## src/rtl/spi_out_pkg.sv

```systemverilog
// Shared types and helpers for the SPI output framer.
// SPI_PARITY_EN appends an even-parity bit to every frame.
package spi_out_pkg;

   typedef enum logic [1:0] {
      S_IDLE  = 2'd0,
      S_SHIFT = 2'd1,
      S_GAP   = 2'd2
   } state_e;

   function automatic int frame_w(input int addr_w, input int data_w);
`ifdef SPI_PARITY_EN
      return addr_w + data_w + 1;
`else
      return addr_w + data_w;
`endif
   endfunction

   // Even parity: the bit that makes the total count of ones even.
   function automatic logic parity_even(input logic [39:0] v);
      return ^v;
   endfunction

endpackage

```

## src/rtl/spi_out_fifo.sv

```systemverilog
// Synchronous word FIFO with registered occupancy and full flag.
module spi_out_fifo
   import spi_out_pkg::*;
#(
   parameter int DEPTH  = 4,
   parameter int DATA_W = 16
) (
   input  logic                       clk,
   input  logic                       rst,
   input  logic                       wr_en,
   input  logic [DATA_W-1:0]          wr_data,
   input  logic                       rd_en,
   output logic [DATA_W-1:0]          rd_data,
   output logic [$clog2(DEPTH):0]     level,
   output logic                       full,
   output logic                       empty
);

   localparam int AW = $clog2(DEPTH);

   logic [DEPTH-1:0][DATA_W-1:0] mem;
   logic [AW-1:0]                wr_ptr, rd_ptr;
   logic [AW:0]                  level_q, level_nx;
   logic                         full_q;
   logic                         push, pop;

   // A pop in the same cycle never frees room for a push: full is registered.
   assign push    = wr_en && !full_q;
   assign pop     = rd_en && !empty;
   assign empty   = (level_q == '0);
   assign rd_data = mem[rd_ptr];
   assign level   = level_q;
   assign full    = full_q;

   always_comb begin
      level_nx = level_q;
      case ({push, pop})
         2'b10:   level_nx = level_q + (AW+1)'(1);
         2'b01:   level_nx = level_q - (AW+1)'(1);
         default: level_nx = level_q;
      endcase
   end

   always_ff @(posedge clk or posedge rst) begin
      if (rst) begin
         wr_ptr  <= '0;
         rd_ptr  <= '0;
         level_q <= '0;
         full_q  <= 1'b0;
      end else begin
         if (push) wr_ptr <= wr_ptr + AW'(1);
         if (pop)  rd_ptr <= rd_ptr + AW'(1);
         level_q <= level_nx;
         full_q  <= (level_nx == (AW+1)'(DEPTH));
      end
   end

   always_ff @(posedge clk) begin
      if (push) mem[wr_ptr] <= wr_data;
   end

endmodule

```

## src/rtl/output_spi_framer.sv

```systemverilog
// FIFO-buffered SPI output framer: {ADDR, DATA[, parity]} shifted out per word.
// Optional SPI_PARITY_EN adds a trailing even-parity bit to each frame.
module output_spi_framer
   import spi_out_pkg::*;
#(
   parameter int DATA_W    = 16,
   parameter int ADDR_W    = 3,
   parameter int ADDR      = 1,
   parameter int DEPTH     = 4,
   parameter int MSB_FIRST = 1,
   parameter int GAP       = 1
) (
   input  logic                       RX_CLK,
   input  logic                       RST,
   input  logic [DATA_W-1:0]          DATA,
   input  logic                       ENA,
   output logic                       FULL,
   output logic [$clog2(DEPTH):0]     LEVEL,
   output logic                       BUSY,
   output logic                       TX_DATA,
   output logic                       TX_LOAD,
   output logic                       TX_STOP
);

   localparam int FW = frame_w(ADDR_W, DATA_W);
   localparam int CW = $clog2(FW);

   localparam logic [1:0] IDLE   = S_IDLE;
   localparam logic [1:0] SHIFT  = S_SHIFT;
   localparam logic [1:0] GAP_ST = S_GAP;

   logic [1:0]        state;
   logic [FW-1:0]     shreg;
   logic [FW-1:0]     frame;
   logic [CW-1:0]     bit_cnt;
   logic [3:0]        gap_cnt;
   logic              tx_data_q, tx_stop_q;
   logic [DATA_W-1:0] head;
   logic              empty, push, pop, final_bit;
   logic [ADDR_W-1:0] addr_c, addr_o;
   logic [DATA_W-1:0] data_o;

   assign addr_c = ADDR_W'(ADDR);

   // Fields are reordered so the shifter always sends frame[FW-1] first.
   if (MSB_FIRST != 0) begin : g_msb
      assign addr_o = addr_c;
      assign data_o = head;
   end else begin : g_lsb
      for (genvar i = 0; i < ADDR_W; i++) begin : g_a
         assign addr_o[i] = addr_c[ADDR_W-1-i];
      end
      for (genvar i = 0; i < DATA_W; i++) begin : g_d
         assign data_o[i] = head[DATA_W-1-i];
      end
   end

`ifdef SPI_PARITY_EN
   assign frame = {addr_o, data_o, parity_even(40'({addr_c, head}))};
`else
   assign frame = {addr_o, data_o};
`endif

   spi_out_fifo #(.DEPTH(DEPTH), .DATA_W(DATA_W)) u_fifo (
      .clk     (RX_CLK),
      .rst     (RST),
      .wr_en   (ENA),
      .wr_data (DATA),
      .rd_en   (pop),
      .rd_data (head),
      .level   (LEVEL),
      .full    (FULL),
      .empty   (empty)
   );

   assign push      = ENA && !FULL;
   assign final_bit = (state == SHIFT) && (bit_cnt == CW'(FW-1));
   // With no gap the next word is popped on the final bit for a seamless reload.
   assign pop       = !empty && ((state == IDLE) || (final_bit && GAP == 0));

   always_ff @(posedge RX_CLK or posedge RST) begin
      if (RST) begin
         state     <= IDLE;
         shreg     <= '0;
         bit_cnt   <= '0;
         gap_cnt   <= '0;
         tx_data_q <= 1'b0;
         tx_stop_q <= 1'b0;
      end else begin
         tx_stop_q <= final_bit && empty && !push;
         case (state)
            IDLE: begin
               tx_data_q <= 1'b0;
               if (!empty) begin
                  tx_data_q <= frame[FW-1];
                  shreg     <= {frame[FW-2:0], 1'b0};
                  bit_cnt   <= '0;
                  state     <= SHIFT;
               end
            end
            SHIFT: begin
               if (!final_bit) begin
                  tx_data_q <= shreg[FW-1];
                  shreg     <= {shreg[FW-2:0], 1'b0};
                  bit_cnt   <= bit_cnt + CW'(1);
               end else if (GAP > 0) begin
                  tx_data_q <= 1'b0;
                  gap_cnt   <= '0;
                  state     <= GAP_ST;
               end else if (!empty) begin
                  tx_data_q <= frame[FW-1];
                  shreg     <= {frame[FW-2:0], 1'b0};
                  bit_cnt   <= '0;
               end else begin
                  tx_data_q <= 1'b0;
                  state     <= IDLE;
               end
            end
            GAP_ST: begin
               tx_data_q <= 1'b0;
               if (gap_cnt == 4'(GAP-1)) state <= IDLE;
               else                      gap_cnt <= gap_cnt + 4'd1;
            end
            default: begin
               tx_data_q <= 1'b0;
               state     <= IDLE;
            end
         endcase
      end
   end

   assign TX_DATA = tx_data_q;
   assign TX_STOP = tx_stop_q;
   assign TX_LOAD = final_bit;
   assign BUSY    = !empty || (state != IDLE);

endmodule

```

## config.mk

```make
export PLATFORM = sky130hd
export DESIGN_NAME = output_spi_framer
export DESIGN_NICKNAME = d
export VERILOG_FILES = /design/src/rtl/spi_out_pkg.sv /design/src/rtl/spi_out_fifo.sv /design/src/rtl/output_spi_framer.sv
export SDC_FILE = /design/constraint.sdc
export NUM_CORES = 1
export LEC_CHECK = 0
export ABC_CLOCK_PERIOD_IN_PS = 8600
export CAP_MARGIN = 20
export CORE_ASPECT_RATIO = 1.75
export CORE_MARGIN = 5
export CORE_UTILIZATION = 50
export CTS_CLUSTER_DIAMETER = 30
export DETAILED_ROUTE_END_ITERATION = 6
export MAX_ROUTING_LAYER = met4
export PLACE_DENSITY = 0.69
export REMOVE_ABC_BUFFERS = 1
export SETUP_SLACK_MARGIN = 0.3
export SYNTH_ARGS = -nofsm -noshare
export SYNTH_HDL_FRONTEND = slang
export SYNTH_SLANG_ARGS = --single-unit
```

## constraint.sdc

```tcl
create_clock -name RX_CLK -period 8.6 [get_ports RX_CLK]
set_clock_uncertainty 0.2 [all_clocks]
set_input_delay 1.72 -clock RX_CLK [delete_from_list [all_inputs] [get_ports RX_CLK]]
set_output_delay 1.72 -clock RX_CLK [all_outputs]
set_load 0.05 [all_outputs]
```

==> run summary <==
For the buffer levels on the longest clock path, the log shows 2. Leaving out fill and tap cells, the most frequent cells in the layout are edfxtp_1, dfrtp_1, or3_1. The worst setup path is of the in -> reg kind. For the net count of the finished layout, the log shows 340.

In this run, the number of DRC markers left after iteration 0 of detailed routing was 167. The most used flip-flop cell after synthesis is edfxtp_1. Sequential cells burn 47.0% of the power. The share of final-layout standard cells stronger than drive strength 1 is 10.4%. After synthesis the cells add up to 4490 um2.

The congestion estimate from routability-driven global placement came to 0.726. In this run the cell area measured after placement is 4830 um2. The logs give 286 for the number of standard cells after synthesis and 11,000 um2 for the overall die area. Entering global routing, the biggest net connects 41 pins. The standard-cell row count is 45, and the max-cap violation count is 0. The post-route antenna net violation count is 0, and the CTS clock-pin slew for the worst setup and hold paths is 70 ps. The logs give 9 for the number of clock buffers inserted by TritonCTS and 28.3% for the portion of total power attributed to combinational logic.

For this configuration, the core starts out at a cell density of 51.4%. VDD sags by at most 0.000165 V. The total power draw came out at 1.64 mW.

Post-route worst hold slack: 296 ps. STA classifies the critical path endpoint as a register. The later-pin clock latency in the skew report was 340 ps. Via count of the first global-routing pass: 2,575. STA classifies the critical path startpoint as an input port. The final standard cell area without fillers is 5130 um2, and the power per cell area is 319 nW/um2. After synthesis, the netlist uses 44 different library cells. The final critical-path required period came out at 4130 ps.

0 antenna diodes ended up in the layout. The total DRC errors in the routed layout came out at 0. In this run, synthesis produced a sequential element count of 103. The logs give 0 for the final number of setup-violating endpoints and 0 for the number of gates resized after cts.

Relative to the synthesized area, the layout overhead comes to 14.4%. The die boundary height was 135 um. The core outline area is 8730 um2, and the per-instance average area after synthesis is 15.7 um2. Counting flops with a built-in enable in the synthesized netlist gives 64. The die outline width is 81.6 um. The detailed-route via count was 2,457.

In the synthesized netlist the async set-or-reset flop fraction comes to 37.9%. The total I/O pin count is 27, and the count of H-tree levels built during CTS is 3. Buffers added to address setup during post-CTS repair amount to 0. The logs give 1.86 nW for the leakage dissipation and 24.7% for the part of the total power dissipated in the clock network. The logs give 514 uW for the power dissipated by switching net loads and 31.9% for the relative slew slack. Timing would allow up to 0.242 GHz. For the number of antenna violations at the first check in global routing, the log shows 0.

The run gives 0 as the final-report hold violation count. The tools report the TritonCTS sink count as 103. The most common library cell in the layout ignoring fill and taps was edfxtp_1.

The logs give 0 for the final count of pins violating max slew and 58.8% for the core utilization of the finished layout. The root buffer cell chosen for the clock tree is clkbuf_16. For the worst setup path, the data arrival time is 4180 ps. The total number of yosys warnings was 0; the largest fanout on the critical path was 9. The run finished with clean final reports. For this run the aggregate overflow at the end of global routing stands at 0. Summing the sequential cell areas from Yosys gives 64.6% of the chip area.

The first TritonRoute pass finished after 4 iterations. In this run the tool buffered the top-level ports with 26 buffer cells. The total wire length came out at 7540 um. At the pin with the least slew margin, the transition time is 1020 ps. TritonCTS built the clock tree.

The internal power of the cells totals 1.13 mW. The logs give 0 for the number of hold buffers added after cts and 5080 um for the estimated wirelength of the detail-placed design. The fraction of power spent switching nets was 31.3%; the critical path data required time was 8650 ps. The type of the tightest min-delay check is reg -> reg.

Total routing resource utilization after global routing: 15.9%. The first global-routing pass estimated 12,800 um of wire. The via-per-instance ratio is 5.67.

Setup repair after global routing left no endpoint under its margin. The final critical path takes up 48.0% of the cycle. Dividing the detail-routed wire length by the instance count gives 17.4 um. In the final timing run, aggregate negative setup slack is 0 ps.
## state kept, by name, summed over array words and instances, names as in the netlist, 2 cells and up
name and cells:
u_fifo.level 3, u_fifo.mem 64, bit_cnt 5, shreg 18, state 2, u_fifo.rd_ptr 2, gap_cnt 4, u_fifo.wr_ptr 2
## final timing paths
check	from	end	slack, ps	cells past startpoint
setup / recovery	ENA	u_fifo.full$_DFF_PP0_	4470	8
hold / removal	shreg[17]$_DFFE_PP0P_	shreg[17]$_DFFE_PP0P_	300	1
setup reg to reg	state[1]$_DFFE_PP0P_	u_fifo.full$_DFF_PP0_	5670	7
hold reg to reg	shreg[17]$_DFFE_PP0P_	shreg[17]$_DFFE_PP0P_	300	1
max in group asynchronous	RST	shreg[8]$_DFFE_PP0P_	6240	3
min in group asynchronous	RST	TX_STOP$_DFF_PP0_	1600	3
## power groups by stage
stage | Combinational, mW | Clock, mW | Sequential, mW
floorplan | 0.313 | 0 | 0.783
global placement | 0.456 | 0 | 0.773
detailed placement | 0.472 | 0 | 0.783
CTS | 0.472 | 0.413 | 0.773
global route | 0.510 | 0.434 | 0.791
finish | 0.463 | 0.405 | 0.771
## through the flow
| stage | cells | setup WS, ps |
|---|---|---|
| global route | 433 | 4290 |
| floorplan | 269 | 4300 |
| global placement | 417 | 4270 |
| CTS | 433 | 4470 |
| detailed placement | 417 | 4110 |
| finish | 433 | 4470 |
## worst max-delay path: stages
cell,delay (ps)
clkdlybuf4s50_1,450
nor2b_1,480
inv_1,110
ha_1,270
fa_1,390
xnor2_1,150
or3_1,340
a211oi_1,260
## Yosys cell counts (all sizes together) (3+ instances only)
cell	instances	area, um2
a21oi	3	15.0
and2	4	25.0
buf	7	55.1
clkbuf	10	47.5
dfrtp	39	976
edfxtp	64	1920
ha	9	113
inv	13	48.8
mux2i	5	50.1
mux4	16	394
nand2	6	22.5
nand3	4	20.0
nand3b	15	113
nor2	5	21.3
nor2b	3	18.8
o2111a	15	169
o21ai	7	35.0
o22ai	4	25.0
or3	34	213
xnor2	4	35.0
## logic make-up after synthesis
logic type | share of synthesized area [%]
XOR/XNOR | 1.17
flip-flops | 64.6
buffers and inverters | 3.37
multiplexers | 10.2
AND/OR/NAND/NOR | 11.2
adder cells (fa/ha/maj) | 2.96
AO/OA/AOI/OAI | 6.56
## routing by layer
metal	part of all wire (%)	track usage, %	wire length (um)
met5	0	-	0
met4	1.7	6.01	125
met3	3.2	3.20	245
met2	53	26.1	4010
met1	42	19.3	3160
## cell type report
type / count / area (um2)
sequential: 103 / 2900
clock inverter: 7 / 77.6
timing repair buffer: 31 / 298
fill: 667 / 3600
inverter: 13 / 48.8
clock buffer: 9 / 225
tap: 117 / 146
multi-input combinational: 153 / 1440
Note: power is estimated with default switching activity, not from simulation.
